$ cat config.mk
export PLATFORM = sky130hd
export DESIGN_NAME = boot_rom_arbiter
export DESIGN_NICKNAME = d
export VERILOG_FILES = /design/src/rtl/boot_rom_pkg.sv /design/src/rtl/boot_rom_arbiter_rr_arb2.sv /design/src/rtl/boot_rom_arbiter.sv
export SDC_FILE = /design/constraint.sdc
export NUM_CORES = 1
export LEC_CHECK = 0
export ABC_AREA = 1
export BUFFER_PORTS_ARGS = -buffer_cell sky130_fd_sc_hd__buf_2
export CAP_MARGIN = 10
export CORE_AREA = 2 2 70 72
export DETAILED_ROUTE_END_ITERATION = 6
export DIE_AREA = 0 0 72 74
export PLACE_DENSITY = 0.69
export RECOVER_POWER = 100
export SLEW_MARGIN = 20
export SYNTH_ARGS = -nofsm -noshare
export SYNTH_HDL_FRONTEND = slang
export SYNTH_HIERARCHICAL = 1
export SYNTH_SLANG_ARGS = --single-unit
$ cat constraint.sdc
create_clock -name CLK -period 4.69 [get_ports CLK]
set_clock_uncertainty 0.15 [all_clocks]
set_input_delay 1.407 -clock CLK [delete_from_list [all_inputs] [get_ports CLK]]
set_output_delay 1.407 -clock CLK [all_outputs]
set_load 0.02 [all_outputs]
$ cat src/rtl/boot_rom_pkg.sv
// Shared types and defaults for the boot ROM arbiter slice.
package boot_rom_pkg;

  localparam int ROM_WORDS_DEF = 800;
  localparam int ROM_AW_DEF    = 10;

  // 0 = core instruction fetch, 1 = debug/data read path
  typedef logic owner_t;

  typedef struct packed {
    logic   v;
    owner_t owner;
    logic   err;
  } rom_resp_t;

endpackage

$ cat src/rtl/boot_rom_arbiter_rr_arb2.sv
// Two-way combinational picker: round-robin against the previous owner, or port 0 first.
module rr_arb2
  import boot_rom_pkg::*;
(
  input  logic [1:0] req,
  input  owner_t     last,
  input  logic       rr_en,
  output logic [1:0] gnt
);

  always_comb begin
    gnt = req;
    if (req == 2'b11) begin
      if (rr_en && (last == 1'b0)) begin
        gnt = 2'b10;
      end else begin
        gnt = 2'b01;
      end
    end
  end

endmodule

$ cat src/rtl/boot_rom_arbiter.sv
// Shares the single-ported boot ROM between instruction fetch (port 0) and debug reads (port 1).
module boot_rom_arbiter
  import boot_rom_pkg::*;
#(
  parameter int ROM_WORDS = ROM_WORDS_DEF,
  parameter int ROM_AW    = ROM_AW_DEF,
  parameter bit RR_EN     = 1'b1
) (
  input  logic              CLK,
  input  logic              RST,
  input  logic              m0_req,
  input  logic [31:0]       m0_addr,
  output logic              m0_gnt,
  output logic              m0_rvalid,
  output logic [31:0]       m0_rdata,
  output logic              m0_err,
  input  logic              m1_req,
  input  logic [31:0]       m1_addr,
  output logic              m1_gnt,
  output logic              m1_rvalid,
  output logic [31:0]       m1_rdata,
  output logic              m1_err,
  output logic              rom_csn,
  output logic [ROM_AW-1:0] rom_a,
  input  logic [31:0]       rom_q
);

  localparam logic [ROM_AW:0] WORDS_LIM = (ROM_AW+1)'(ROM_WORDS);

  logic [1:0]        gnt_p0;
  owner_t            last_owner;
  owner_t            sel_p0;
  logic              vld_p0;
  logic [31:0]       addr_p0;
  logic [ROM_AW-1:0] word_p0;
  logic              in_range_p0;
  logic              issue_p0;
  logic [ROM_AW-1:0] rom_a_q;
  rom_resp_t         resp_p1;
  logic              own0_p1;
  logic              own1_p1;
  logic              unused_addr_bits;

  rr_arb2 u_arb (
    .req   ({m1_req, m0_req}),
    .last  (last_owner),
    .rr_en (RR_EN),
    .gnt   (gnt_p0)
  );

  // Stage p0: grant, address select, range check and ROM issue
  assign sel_p0      = gnt_p0[1];
  assign vld_p0      = |gnt_p0;
  assign addr_p0     = sel_p0 ? m1_addr : m0_addr;
  assign word_p0     = addr_p0[ROM_AW+1:2];
  assign in_range_p0 = ({1'b0, word_p0} < WORDS_LIM);
  assign issue_p0    = vld_p0 & in_range_p0;

  // Byte-lane and high address bits never reach the ROM or the range check
  assign unused_addr_bits = ^{addr_p0[31:ROM_AW+2], addr_p0[1:0]};

  assign m0_gnt  = gnt_p0[0];
  assign m1_gnt  = gnt_p0[1];
  assign rom_csn = ~issue_p0;
  // Out-of-range grants leave the ROM address where the last real access put it
  assign rom_a   = issue_p0 ? word_p0 : rom_a_q;

  always_ff @(posedge CLK or posedge RST) begin
    if (RST) begin
      last_owner <= 1'b1;
      rom_a_q    <= '0;
      resp_p1    <= '0;
    end else begin
      if (vld_p0) begin
        last_owner <= sel_p0;
      end
      if (issue_p0) begin
        rom_a_q <= word_p0;
      end
      resp_p1 <= '{v: vld_p0, owner: sel_p0, err: ~in_range_p0};
    end
  end

  // Stage p1: route the ROM word or the error response back to the owner
  assign own0_p1   = resp_p1.v & (resp_p1.owner == 1'b0);
  assign own1_p1   = resp_p1.v & (resp_p1.owner == 1'b1);
  assign m0_rvalid = own0_p1;
  assign m1_rvalid = own1_p1;
  assign m0_err    = own0_p1 & resp_p1.err;
  assign m1_err    = own1_p1 & resp_p1.err;
  assign m0_rdata  = (own0_p1 && !resp_p1.err) ? rom_q : 32'h0;
  assign m1_rdata  = (own1_p1 && !resp_p1.err) ? rom_q : 32'h0;

endmodule

# Word level (Yosys, flattened, before mapping)
# Index checks and enable logic that the tools add are counted.
# W data, S select, Z words.
[totals] register_bits=14 latch_bits=0 ramBits=0 romBits=0 inputBits=100 out_inout_bits=81 word_cells=25 n_memories=0
[op_classes] addsub=0 mul=0 n_div=0 n_lt_le_gt_ge=1 n_eq_ne=1 n_shift=0 n_mux=6 bitwise=8 n_reduce_logical=4
[op_table] operator="$mux W32" count=2
[op_table] operator="$mux W12" count=1
[op_table] operator="$lt A10 B10 Y1 const B" count=1
[op_table] operator="$mux W10" count=1
[op_table] operator="$and A1 B1 Y1" count=5
[op_table] operator="$mux W2" count=2
[op_table] operator="$not A1 Y1" count=3
[op_table] operator="$eq A2 B2 Y1 const B" count=1
[op_table] operator="$logic_and A1 B1 Y1" count=2
[op_table] operator="$reduce_or A2 Y1" count=1
[op_table] operator="$logic_not A1 Y1" count=1

# Longest topological paths before layout
[depth] ltp_word=6 depth_mapped=13 ltp_nobuf=12

# Cells and area by module
# The synthesis kept the hierarchy.
[by_module_without_submodules] module="boot_rom_arbiter" n_inst=1 cells_per_inst=213 area_each_um2=1143.6 seq_area_each_um2=351.6
[by_module_without_submodules] module="rr_arb2" n_inst=1 cells_per_inst=12 area_each_um2=47.5 seq_area_each_um2=0.0

# Worst setup path before layout
# Ideal clock, no wire load.
[synth_path] path_type="input to output" from="input m1_req" to="output rom_a[0]" arrival_ns=2.729 t_required_ns=3.133 path_slack_ns=0.404 stages=10 path_buffers=2 path_cell_list="nand2_2 -> inv_2 -> nand2_1 -> nand2_1 -> buf_6 -> or2_2 -> nand2_2 -> buf_6 -> nand2_1 -> nand2_1"
[synth_between] elab_chain_cells=6 word_cells_on_any_way=7 cone_classes="order compare (1); eq/ne (1); mux (3); bitwise (1); reduce/logical (1)"
[synth_lines] element="start: declaration" line_no="boot_rom_arbiter.sv:17" text="input logic m1_req,"
[synth_lines] element="$eq A2 B2 Y1" line_no="boot_rom_arbiter_rr_arb2.sv:13" text="if (req == 2'b11) begin"
[synth_lines] element="$mux W2 *" line_no="boot_rom_arbiter_rr_arb2.sv:13"
[synth_lines] element="net m1_gnt" line_no="boot_rom_arbiter.sv:19" text="output logic m1_gnt,"
[synth_lines] element="$mux W12" line_no="boot_rom_arbiter.sv:54" text="assign addr_p0 = sel_p0 ? m1_addr : m0_addr;"
[synth_lines] element="$lt A10 B10 Y1" line_no="boot_rom_arbiter.sv:56" text="assign in_range_p0 = ({1'b0, word_p0} < WORDS_LIM);"
[synth_lines] element="$and A1 B1 Y1" line_no="boot_rom_arbiter.sv:57" text="assign issue_p0 = vld_p0 & in_range_p0;"
[synth_lines] element="$mux W10 *"
[synth_lines] element="end: declaration" line_no="boot_rom_arbiter.sv:24" text="output logic [ROM_AW-1:0] rom_a,"
# Mark *: on every way through the listed nets, which the timed path passes. The rest lies on a longest branch.

# Worst setup path after layout
[layout_path] from="input m1_req" to="output rom_a[9]"
[layout_between] elab_chain_cells=6 word_cells_on_any_way=7 cone_classes="order compare (1); eq/ne (1); mux (3); bitwise (1); reduce/logical (1)"
[layout_lines] element="$eq A2 B2 Y1" line_no="boot_rom_arbiter_rr_arb2.sv:13"
[layout_lines] element="$mux W2 *" line_no="boot_rom_arbiter_rr_arb2.sv:13"
[layout_lines] element="$mux W12" line_no="boot_rom_arbiter.sv:54"
[layout_lines] element="$lt A10 B10 Y1" line_no="boot_rom_arbiter.sv:56"
[layout_lines] element="$and A1 B1 Y1" line_no="boot_rom_arbiter.sv:57"
[layout_lines] element="$mux W10 *"
# Mark *: on every way between the ends. The rest lies on a longest branch, timed or not.

==> results.md <==
* # DRC at 0
* Leakage at 1.21 nW
* Non-Filler Instances at 423
* First-pass iteration count of the detailed router at 4
* Avg Cell Area, Syn at 5.29 µm²
* CP max FO at 11
* Top_reg_cell synth: dfrtp_1
* Total power at 0.000527 W
* Max Root-Sink Buffers at 2
* Clk_lat worst skew at 230 ps
* Synth top area cells: dfrtp_1 (27%), nor2_1 (21%), nand2_1 (18%)
* First-pass GRT wire length at 6.84 mm
* P per Cell Area at 279 nW/µm²
* Seq cells post-synth at 14
* Layout fillers at 553
* TritonCTS buffer count at 3
* CTS root buffer: clkbuf_8
* Placed cell count at 409
* Mapped Cells at 225
* Met3 usage at 12.2%
* EDFF count, synth at 0
* Most common cell in the netlist: nor2_1
* Hold_buf cts at 0
* Worst vdd ir at 164 µV
* Kind of critical path: primary input to output pin
* DR WL/cell at 10.7 µm
* Min-delay worst type: flip-flop to flip-flop
* Relative slew slack at 34.5%
* Max Cap Viol at 0
* GRT Total Usage at 16.4%
* Die Ht at 74 µm
* Vias at 1,675
* Clock sink total at 14
* Setup TNS at 0 ps
* M1 GR Usage at 17.9%
* I/O pin cnt at 181
* # rows at 25
* Area leader, netlist: dfrtp_1
* Final Hold Vio Count at 0
* Yosys warns at 6
* Slew Viols, Final at 0
* Crit path arrival time at 2870 ps
* Initial Util at 25.9%
* Initial antenna violation count at 12
* Critical Path RT at 3130 ps
* Final Cycle Share at 94.4%
* Placed Area at 1910 µm²
* Tightest Pin Transition at 979 ps
* GRT Residual Overflow at 0
* Antenna-violating nets left at 0
* Synth cell count leaders: nor2_1 (68), nand2_1 (58), inv_1 (54)
* Post-CTS setup buffer count at 0
* Number of global-route vias before repair at 1,463
* Met2 usage at 25.9%
* Via/cell ratio at 3.96
* FFs w/ async S/R, synth at 100%
* Number of H-tree levels at 1
* Distinct cells, synth at 16
* Endpoints failing setup at 0
* Status: complete, no violations
* Initial DRC Count at 29
* TritonCTS clock tree: done
* Nets at 460
* Die Area at 5330 µm²
* Tmin final at 4430 ps
* RSZ-0062 raised after global routing: no
* Fraction of layout cells with a size suffix above 1 at 21.2%
* CP Capture Type: output pin
* Drt total wl at 4.52 mm
* Worst-path clk slew at 50 ps
* Synth top area share at 27.3%
* Largest net degree at the start of global routing at 33
* Global route hottest layer: met2
* Core area at 4600 µm²
* Max Clock Freq at 226 MHz
* Design Area, Final at 1890 µm²
* Worst setup SP type: primary input
* P&R area growth vs syn at 58.4%
* Final GP Congestion at 0.766
* Register area share after synthesis at 29.5%
* Post-DP HPWL at 3.83 mm
* Cell area after synthesis at 1190 µm²
* Count of input and output buffers at 136
* Die width at 72 µm
==> layer usage <==
| metal | up-vias | wire (µm) | part of all wire (%) |
|---|---|---|---|
| li1 | 907 | - | - |
| met3 | 6 | 853 | 19 |
| met4 | 6 | 6 | 0.13 |
| met5 | - | 41 | 0.91 |
| met2 | 92 | 1860 | 41 |
| met1 | 664 | 1760 | 39 |
==> area by class of cell <==
type | instances | area (µm²) | share of cell area, %
Antenna cell | 10 | 25.0 | 1.33
Clock buffer | 4 | 45.0 | 2.39
Inverter | 56 | 210 | 11.1
Multi-Input combinational cell | 146 | 578 | 30.6
Sequential cell | 14 | 352 | 18.6
Tap cell | 54 | 67.6 | 3.58
Timing Repair Buffer | 139 | 609 | 32.3
==> state kept, by name, summed over array words and instances, names as in the netlist <==
signal	count
last_owner	1
resp_p1	3
rom_a_q	10
==> final timing paths <==
| check | start | cells past startpoint | end | slack, ps |
|---|---|---|---|---|
| max in group asynchronous | RST | 2 | last_owner | 2970 |
| min reg2reg | rom_a_q[8] | 2 | rom_a_q[8] | 320 |
| min in group asynchronous | RST | 2 | rom_a_q[1] | 1050 |
| max reg2reg | last_owner | 7 | rom_a_q[6] | 2820 |
| max | m1_req | 14 | rom_a[9] | 260 |
| min | rom_a_q[8] | 2 | rom_a_q[8] | 320 |
==> placed cells by master, fill, tap and decap left out, drive strengths merged <==
cell type,count
nand2,61
inv,56
conb,2
clkbuf,85
dfstp,1
o21ai,2
nand3,11
diode,10
or2,1
dfrtp,13
buf,58
nor2,68
nor3,1
==> logic make-up (layout without fill, tap and decap cells) <==
family | Yosys count | count (layout) | synth area share, %
and+or+nand+nor | 142 | 142 | 46.8
buffers and inverters | 66 | 199 | 22.5
other | 1 | 12 | 0.315
DFF | 14 | 14 | 29.5
AOI/OAI and AO/OA | 2 | 2 | 0.840
==> through the flow <==
step	utilization (%)	setup slack, ps	hold slack [ps]
after floorplan	-	404	306
after global placement	41.5	185	299
after detailed placement	41.5	177	302
after CTS	42.5	165	319
after global routing	40.8	35.4	345
final	41.0	263	315
==> critical path: stages <==
cell      delay, ps
buf_2            90
nand2_2          60
inv_1            60
nand2_1          60
nand2_2         150
inv_2           120
nand2_1          80
nand2_1          60
nor2_1          130
nand2_2          90
nand2_2         170
nand2_1          70
nand2_1          90
clkbuf_1        230
==> repair_timing <==
action                                  4_1_cts  5_1_grt
gates resized for setup                       0        1
endpoints found under the setup margin        0        8
endpoints found under the hold margin         0        0
==> power breakdown <==
| part | internal, W | switching (W) |
|---|---|---|
| combinational | 0.0000787 | 0.000194 |
| clock | 0.0000599 | 0.0000422 |
| sequential | 0.000144 | 0.00000745 |
| total | 0.000283 | 0.000244 |
(Power assumes the default switching activity.)
